===== config.mk =====
export PLATFORM = sky130hd
export DESIGN_NAME = sr_latch_driver_flat
export DESIGN_NICKNAME = d
export VERILOG_FILES = /design/src/rtl/sr_latch_driver_if.sv /design/src/rtl/sr_latch_driver.sv /design/src/flat_wrapper.sv
export SDC_FILE = /design/constraint.sdc
export NUM_CORES = 1
export LEC_CHECK = 0
export ABC_CLOCK_PERIOD_IN_PS = 4000
export BUFFER_PORTS_ARGS = -buffer_cell sky130_fd_sc_hd__buf_2
export CAP_MARGIN = 20
export CORE_MARGIN = 5
export CORE_UTILIZATION = 40
export CTS_CLUSTER_DIAMETER = 150
export DETAILED_ROUTE_END_ITERATION = 10
export GPL_TIMING_DRIVEN = 0
export PLACE_DENSITY = 0.57
export SKIP_LAST_GASP = 1
export SLEW_MARGIN = 10
export SYNTH_ARGS = -nofsm -noshare
export SYNTH_HDL_FRONTEND = slang
export SYNTH_SLANG_ARGS = --single-unit

===== constraint.sdc =====
create_clock -name clk -period 4 [get_ports clk]
set_clock_uncertainty 0.2 [all_clocks]
set_input_delay 0.4 -clock clk [delete_from_list [all_inputs] [get_ports clk]]
set_output_delay 0.4 -clock clk [all_outputs]
set_load 0.01 [all_outputs]

===== src/rtl/sr_latch_driver_if.sv =====
// Button inputs and latch drive outputs of the SR latch driver.
// The master side owns the buttons; the slave side drives S/R.
interface sr_latch_driver_if;
  logic set_btn;
  logic rst_btn;
  logic S;
  logic R;
  logic busy;
  logic conflict;

  modport master (
    output set_btn, rst_btn,
    input  S, R, busy, conflict
  );

  modport slave (
    input  set_btn, rst_btn,
    output S, R, busy, conflict
  );
endinterface


===== src/rtl/sr_latch_driver.sv =====
// Synchronises and debounces set/reset buttons and sequences
// non-overlapping fixed-width S/R pulses for a gated SR latch.
module sr_latch_driver #(
  parameter int DB_CYCLES    = 4,
  parameter int PULSE_CYCLES = 2,
  parameter int GAP_CYCLES   = 1
) (
  input logic              clk,
  input logic              reset,
  sr_latch_driver_if.slave bus
);

  localparam int DW   = $clog2(DB_CYCLES + 1);
  localparam int PMAX = (PULSE_CYCLES > GAP_CYCLES) ?
                        PULSE_CYCLES : GAP_CYCLES;
  localparam int CW   = $clog2(PMAX + 1);

  localparam logic [DW-1:0] DB_LAST = DW'(DB_CYCLES - 1);
  localparam logic [CW-1:0] P_LAST  = CW'(PULSE_CYCLES - 1);
  localparam logic [CW-1:0] G_LAST  = CW'(GAP_CYCLES - 1);

  typedef enum logic [1:0] {
    IDLE,
    SET_P,
    RST_P,
    GAP
  } state_t;

  // bit 0 = set path, bit 1 = reset path
  logic [1:0]    btn;
  logic [1:0]    sync1;
  logic [1:0]    sync2;
  logic [1:0]    db;
  logic [1:0]    db_prev;
  logic [1:0]    req;
  logic [1:0]    src;
  logic [1:0]    pend;
  logic [DW-1:0] db_cnt [2];
  logic [CW-1:0] cnt;
  state_t        state;

  assign btn = {bus.rst_btn, bus.set_btn};
  assign req = db & ~db_prev;
  assign src = req | pend;

  always_ff @(posedge clk or negedge reset) begin
    if (!reset) begin
      sync1     <= '0;
      sync2     <= '0;
      db        <= '0;
      db_prev   <= '0;
      db_cnt[0] <= '0;
      db_cnt[1] <= '0;
    end else begin
      sync1   <= btn;
      sync2   <= sync1;
      db_prev <= db;
      for (int i = 0; i < 2; i++) begin
        if (sync2[i] == db[i]) begin
          db_cnt[i] <= '0;
        end else if (db_cnt[i] == DB_LAST) begin
          db[i]     <= sync2[i];
          db_cnt[i] <= '0;
        end else begin
          db_cnt[i] <= db_cnt[i] + 1'b1;
        end
      end
    end
  end

  always_ff @(posedge clk or negedge reset) begin
    if (!reset) begin
      state        <= IDLE;
      cnt          <= '0;
      pend         <= '0;
      bus.S        <= 1'b0;
      bus.R        <= 1'b0;
      bus.busy     <= 1'b0;
      bus.conflict <= 1'b0;
    end else begin
      bus.conflict <= 1'b0;
      unique case (state)
        IDLE: begin
          cnt <= '0;
          // reset dominates; a coincident set is dropped
          if (src[1]) begin
            state        <= RST_P;
            pend         <= '0;
            bus.R        <= 1'b1;
            bus.busy     <= 1'b1;
            bus.conflict <= src[0];
          end else if (src[0]) begin
            state    <= SET_P;
            pend     <= '0;
            bus.S    <= 1'b1;
            bus.busy <= 1'b1;
          end
        end
        SET_P, RST_P: begin
          pend <= pend | req;
          if (cnt == P_LAST) begin
            cnt   <= '0;
            bus.S <= 1'b0;
            bus.R <= 1'b0;
            if (GAP_CYCLES > 0) begin
              state <= GAP;
            end else begin
              state    <= IDLE;
              bus.busy <= 1'b0;
            end
          end else begin
            cnt <= cnt + 1'b1;
          end
        end
        GAP: begin
          pend <= pend | req;
          if (cnt == G_LAST) begin
            cnt      <= '0;
            state    <= IDLE;
            bus.busy <= 1'b0;
          end else begin
            cnt <= cnt + 1'b1;
          end
        end
        default: state <= IDLE;
      endcase
    end
  end

endmodule


===== src/flat_wrapper.sv =====
// flat-port wrapper written by rule: the top's interface ports become plain ports
module sr_latch_driver_flat 
#(
  parameter int DB_CYCLES    = 4,
  parameter int PULSE_CYCLES = 2,
  parameter int GAP_CYCLES   = 1
)
  (clk, reset, bus_set_btn, bus_rst_btn, bus_S, bus_R, bus_busy, bus_conflict);
  sr_latch_driver_if bus_i ();
  input logic clk;
  input logic reset;
  input wire logic [$bits(bus_i.set_btn)-1:0] bus_set_btn;
  input wire logic [$bits(bus_i.rst_btn)-1:0] bus_rst_btn;
  output wire logic [$bits(bus_i.S)-1:0] bus_S;
  output wire logic [$bits(bus_i.R)-1:0] bus_R;
  output wire logic [$bits(bus_i.busy)-1:0] bus_busy;
  output wire logic [$bits(bus_i.conflict)-1:0] bus_conflict;
  assign bus_i.set_btn = bus_set_btn;
  assign bus_i.rst_btn = bus_rst_btn;
  assign bus_S = bus_i.S;
  assign bus_R = bus_i.R;
  assign bus_busy = bus_i.busy;
  assign bus_conflict = bus_i.conflict;
  sr_latch_driver #(.DB_CYCLES(DB_CYCLES), .PULSE_CYCLES(PULSE_CYCLES), .GAP_CYCLES(GAP_CYCLES)) u_core (.clk(clk), .reset(reset), .bus(bus_i));
endmodule

==> impl_metrics.env <==
export IMPL_synth_top_area_share_pct=56.9
export IMPL_dr_pass1_iters=4
export IMPL_hpwl_um=1060
export IMPL_p_per_area_nw_per_um2=764
export IMPL_drc=0
export IMPL_synthAdderAreaFrac_pct=10.7
export IMPL_via_per_inst=4.94
export IMPL_fp_dieArea_um2=3770
export IMPL_clock_path_buffers=2
export IMPL_layout_min_cycle_time_ns=1.98
export IMPL_whs_ns=0.163
export IMPL_syn_nets=95
export IMPL_yosys_area_share_simple_pct=14.5
export IMPL_grt_max_degree=25
export IMPL_cts_resized=0
export IMPL_cp_slowest_stage_delay_ns=0.40
export IMPL_max_cap_viol_count=0
export IMPL_post_drt_wl_per_cell_um=11.7
export IMPL_synth_compound_area_share_pct=8.41
export IMPL_cp_end_kind="flip-flop"
export IMPL_htreeDepth=1
export IMPL_cts_sinks=24
export IMPL_avgSynthCellArea_um2=12.9
export IMPL_worstMarginPinSlew_ns=0.520
export IMPL_ys_seq_area_share_pct=56.9
export IMPL_synth_top_area_cell="dfrtp_1"
export IMPL_stdcell_count=126
export IMPL_rows=18
export IMPL_maxSlewViolCount=0
export IMPL_ys_flop_type="dfrtp_1"
export IMPL_grt_usage_pct=9.84
export IMPL_leakage_uw=0.000554
export IMPL_place_congestion=0.714
export IMPL_max_slew_margin_pct=65.3
export IMPL_synth_seq_cells=24
export IMPL_ys_async_sr_fraction_pct=100
export IMPL_ys_types=28
export IMPL_drive_gt1_share_pct=16.7
export IMPL_drt_initial_drc_count=19
export IMPL_crit_fanout=10
export IMPL_synth_edff_count=0
export IMPL_crit_required_ns=4.00
export IMPL_dp_slack_ns=2.03
export IMPL_cts_root_buf="clkbuf_4"
export IMPL_timing_final_ws_setup_ns=2.02
export IMPL_core_area_um2=2500
export IMPL_num_vias=623
export IMPL_clock_latency_ns=0.32
export IMPL_nFillCells=224
export IMPL_yosysWarningCount=0
export IMPL_netlist_top_cells_area="dfrtp_1 (57%), ha_1 (11%), mux2_1 (3.2%)"
export IMPL_synth_top_family_by_area="simple AND/OR/NAND/NOR gates"
export IMPL_holdCritPathClass="reg -> reg"
export IMPL_dieWidth_um=61.4
export IMPL_routed_wl_um=1480
export IMPL_nets=110
export IMPL_grt_pass1_wl_um=2730
export IMPL_crit_chain="inv_1 > ha_1 > clkbuf_1 > a221oi_2 > mux2_1"
export IMPL_start_kind="flip-flop"
export IMPL_diodes=0
export IMPL_io_pins=8
export IMPL_synth_cells=82
export IMPL_syn_area_um2=1060
export IMPL_status="complete, no violations"
export IMPL_die_y_um=61.4
export IMPL_vdd_drop_max_uv=453
export IMPL_rsz0062_at_grt="no"
export IMPL_cts_tree="done"
export IMPL_final_hold_viol_count=0
export IMPL_synthMuxAreaShare_pct=5.09
export IMPL_port_buffers=7
export IMPL_grt_ovfl_total=0
export IMPL_cts_buffers=3
export IMPL_initial_utilization_pct=42.2
export IMPL_first_global_vias=634
export IMPL_syn2layout_area_growth_pct=13.2
export IMPL_route_antenna_remaining_nets=0
export IMPL_antenna_found_initial=0
export IMPL_synthXorXnorAreaFrac_pct=1.66
export IMPL_setup_viol=0
export IMPL_critPathSlowestCell="dfrtp_1"
export IMPL_period_share_pct=49.4
export IMPL_place_inst=119
export IMPL_clock_fmax_mhz=506
export IMPL_crit_arrival_ns=1.98
export IMPL_post_cts_setup_buffers=0
export IMPL_fin_setup_tns_ns=0
export IMPL_critical_path_class="reg -> reg"
export IMPL_fin_util_pct=47.8
export IMPL_path_clk_slew_ns=0.12
-- registers in the layout, summed over array words and instances, names as in the netlist --
signal               cells
u_core.sync2             2
u_core.sync1             2
u_core.pend              2
u_core.bus.conflict      1
u_core.bus.R             1
u_core.db_cnt            6
u_core.bus.S             1
u_core.cnt               2
u_core.db                2
u_core.state             2
u_core.bus.busy          1
u_core.db_prev           2
-- path summary, 6_finish.rpt --
check	start	to	slack [ns]	cells past startpoint
worst max register to register	u_core.state[0]	u_core.state[1]	2.02	5
worst min-delay path	u_core.sync1[1]	u_core.sync2[1]	0.16	0
min in group asynchronous	reset	u_core.cnt[0]	0.36	2
worst min register to register	u_core.sync1[1]	u_core.sync2[1]	0.16	0
worst max-delay path	u_core.state[0]	u_core.state[1]	2.02	5
max in group asynchronous	reset	u_core.sync2[1]	2.86	2
-- through the flow --
stage               total power (uW)  instance area, um^2
finish                           913                 1190
global route                     998                 1190
CTS                              926                 1190
detailed placement               794                 1130
global placement                 782                 1130
floorplan                        703                 1060
-- per-layer routing --
metal	up-vias	GRT usage, %	routed length, um
met1	297	12.3	715
li1	312	-	-
met5	-	0	0
met2	12	15.9	651
met3	2	3.98	95
met4	0	2.73	14
-- logic make-up (layout without fill, tap and decap cells) --
family	after synthesis	count (layout)
simple gates	23	23
fa+ha+maj	9	9
compound gates	11	11
flops	24	24
xor+xnor	2	2
buf+inv	8	22
mux	5	5
-- cell usage after synthesis (2+ instances only) --
library cell and n:
o31ai_1 4, ha_1 9, dfrtp_1 24, nor3b_1 4, nor2b_1 2, mux2_1 3
inv_1 5, mux2i_1 2, xnor2_1 2, nor3_1 2, nor2_1 8
-- critical path: cells and delay by family (launching register included) --
kind	cells	cell delay, ns
DFF	1	0.40
AOI/OAI and AO/OA	1	0.37
buffers and inverters	2	0.32
muxes	1	0.35
adders and majority gates	1	0.23
-- repair_timing --
action                     CTS  global route
hold endpoints to repair    26             0
setup endpoints to repair    0             0
hold buffers                 3             0
-- placed cells by master (no fill, tap or decap), types with 2 or more instances in the layout --
cell type / netlist / final
nor2_1: 8 / 8
nor2b_1: 2 / 2
nor3b_1: 4 / 4
mux2_1: 3 / 3
clkbuf_4: 0 / 3
dfrtp_1: 24 / 24
inv_1: 5 / 5
nor3_1: 2 / 2
o31ai_1: 4 / 4
mux2i_1: 2 / 2
dlygate4sd3_1: 0 / 3
buf_2: 0 / 7
xnor2_1: 2 / 2
ha_1: 9 / 9
-- area by class of cell --
class	instances	area, um^2	area share, %
sequential	24	601	50.3
multi-input combinational	50	425	35.6
timing repair buffer	10	65.1	5.45
tap	30	37.5	3.14
clock buffer	4	36.3	3.04
inverter	6	22.5	1.88
buffer	2	7.51	0.628
-- power breakdown --
part	switching [uW]	total [uW]	internal, uW
Clock	71.8	127	55.6
Combinational	218	400	181
Sequential	55.3	386	331
Power figures use the tool's default switching activity.
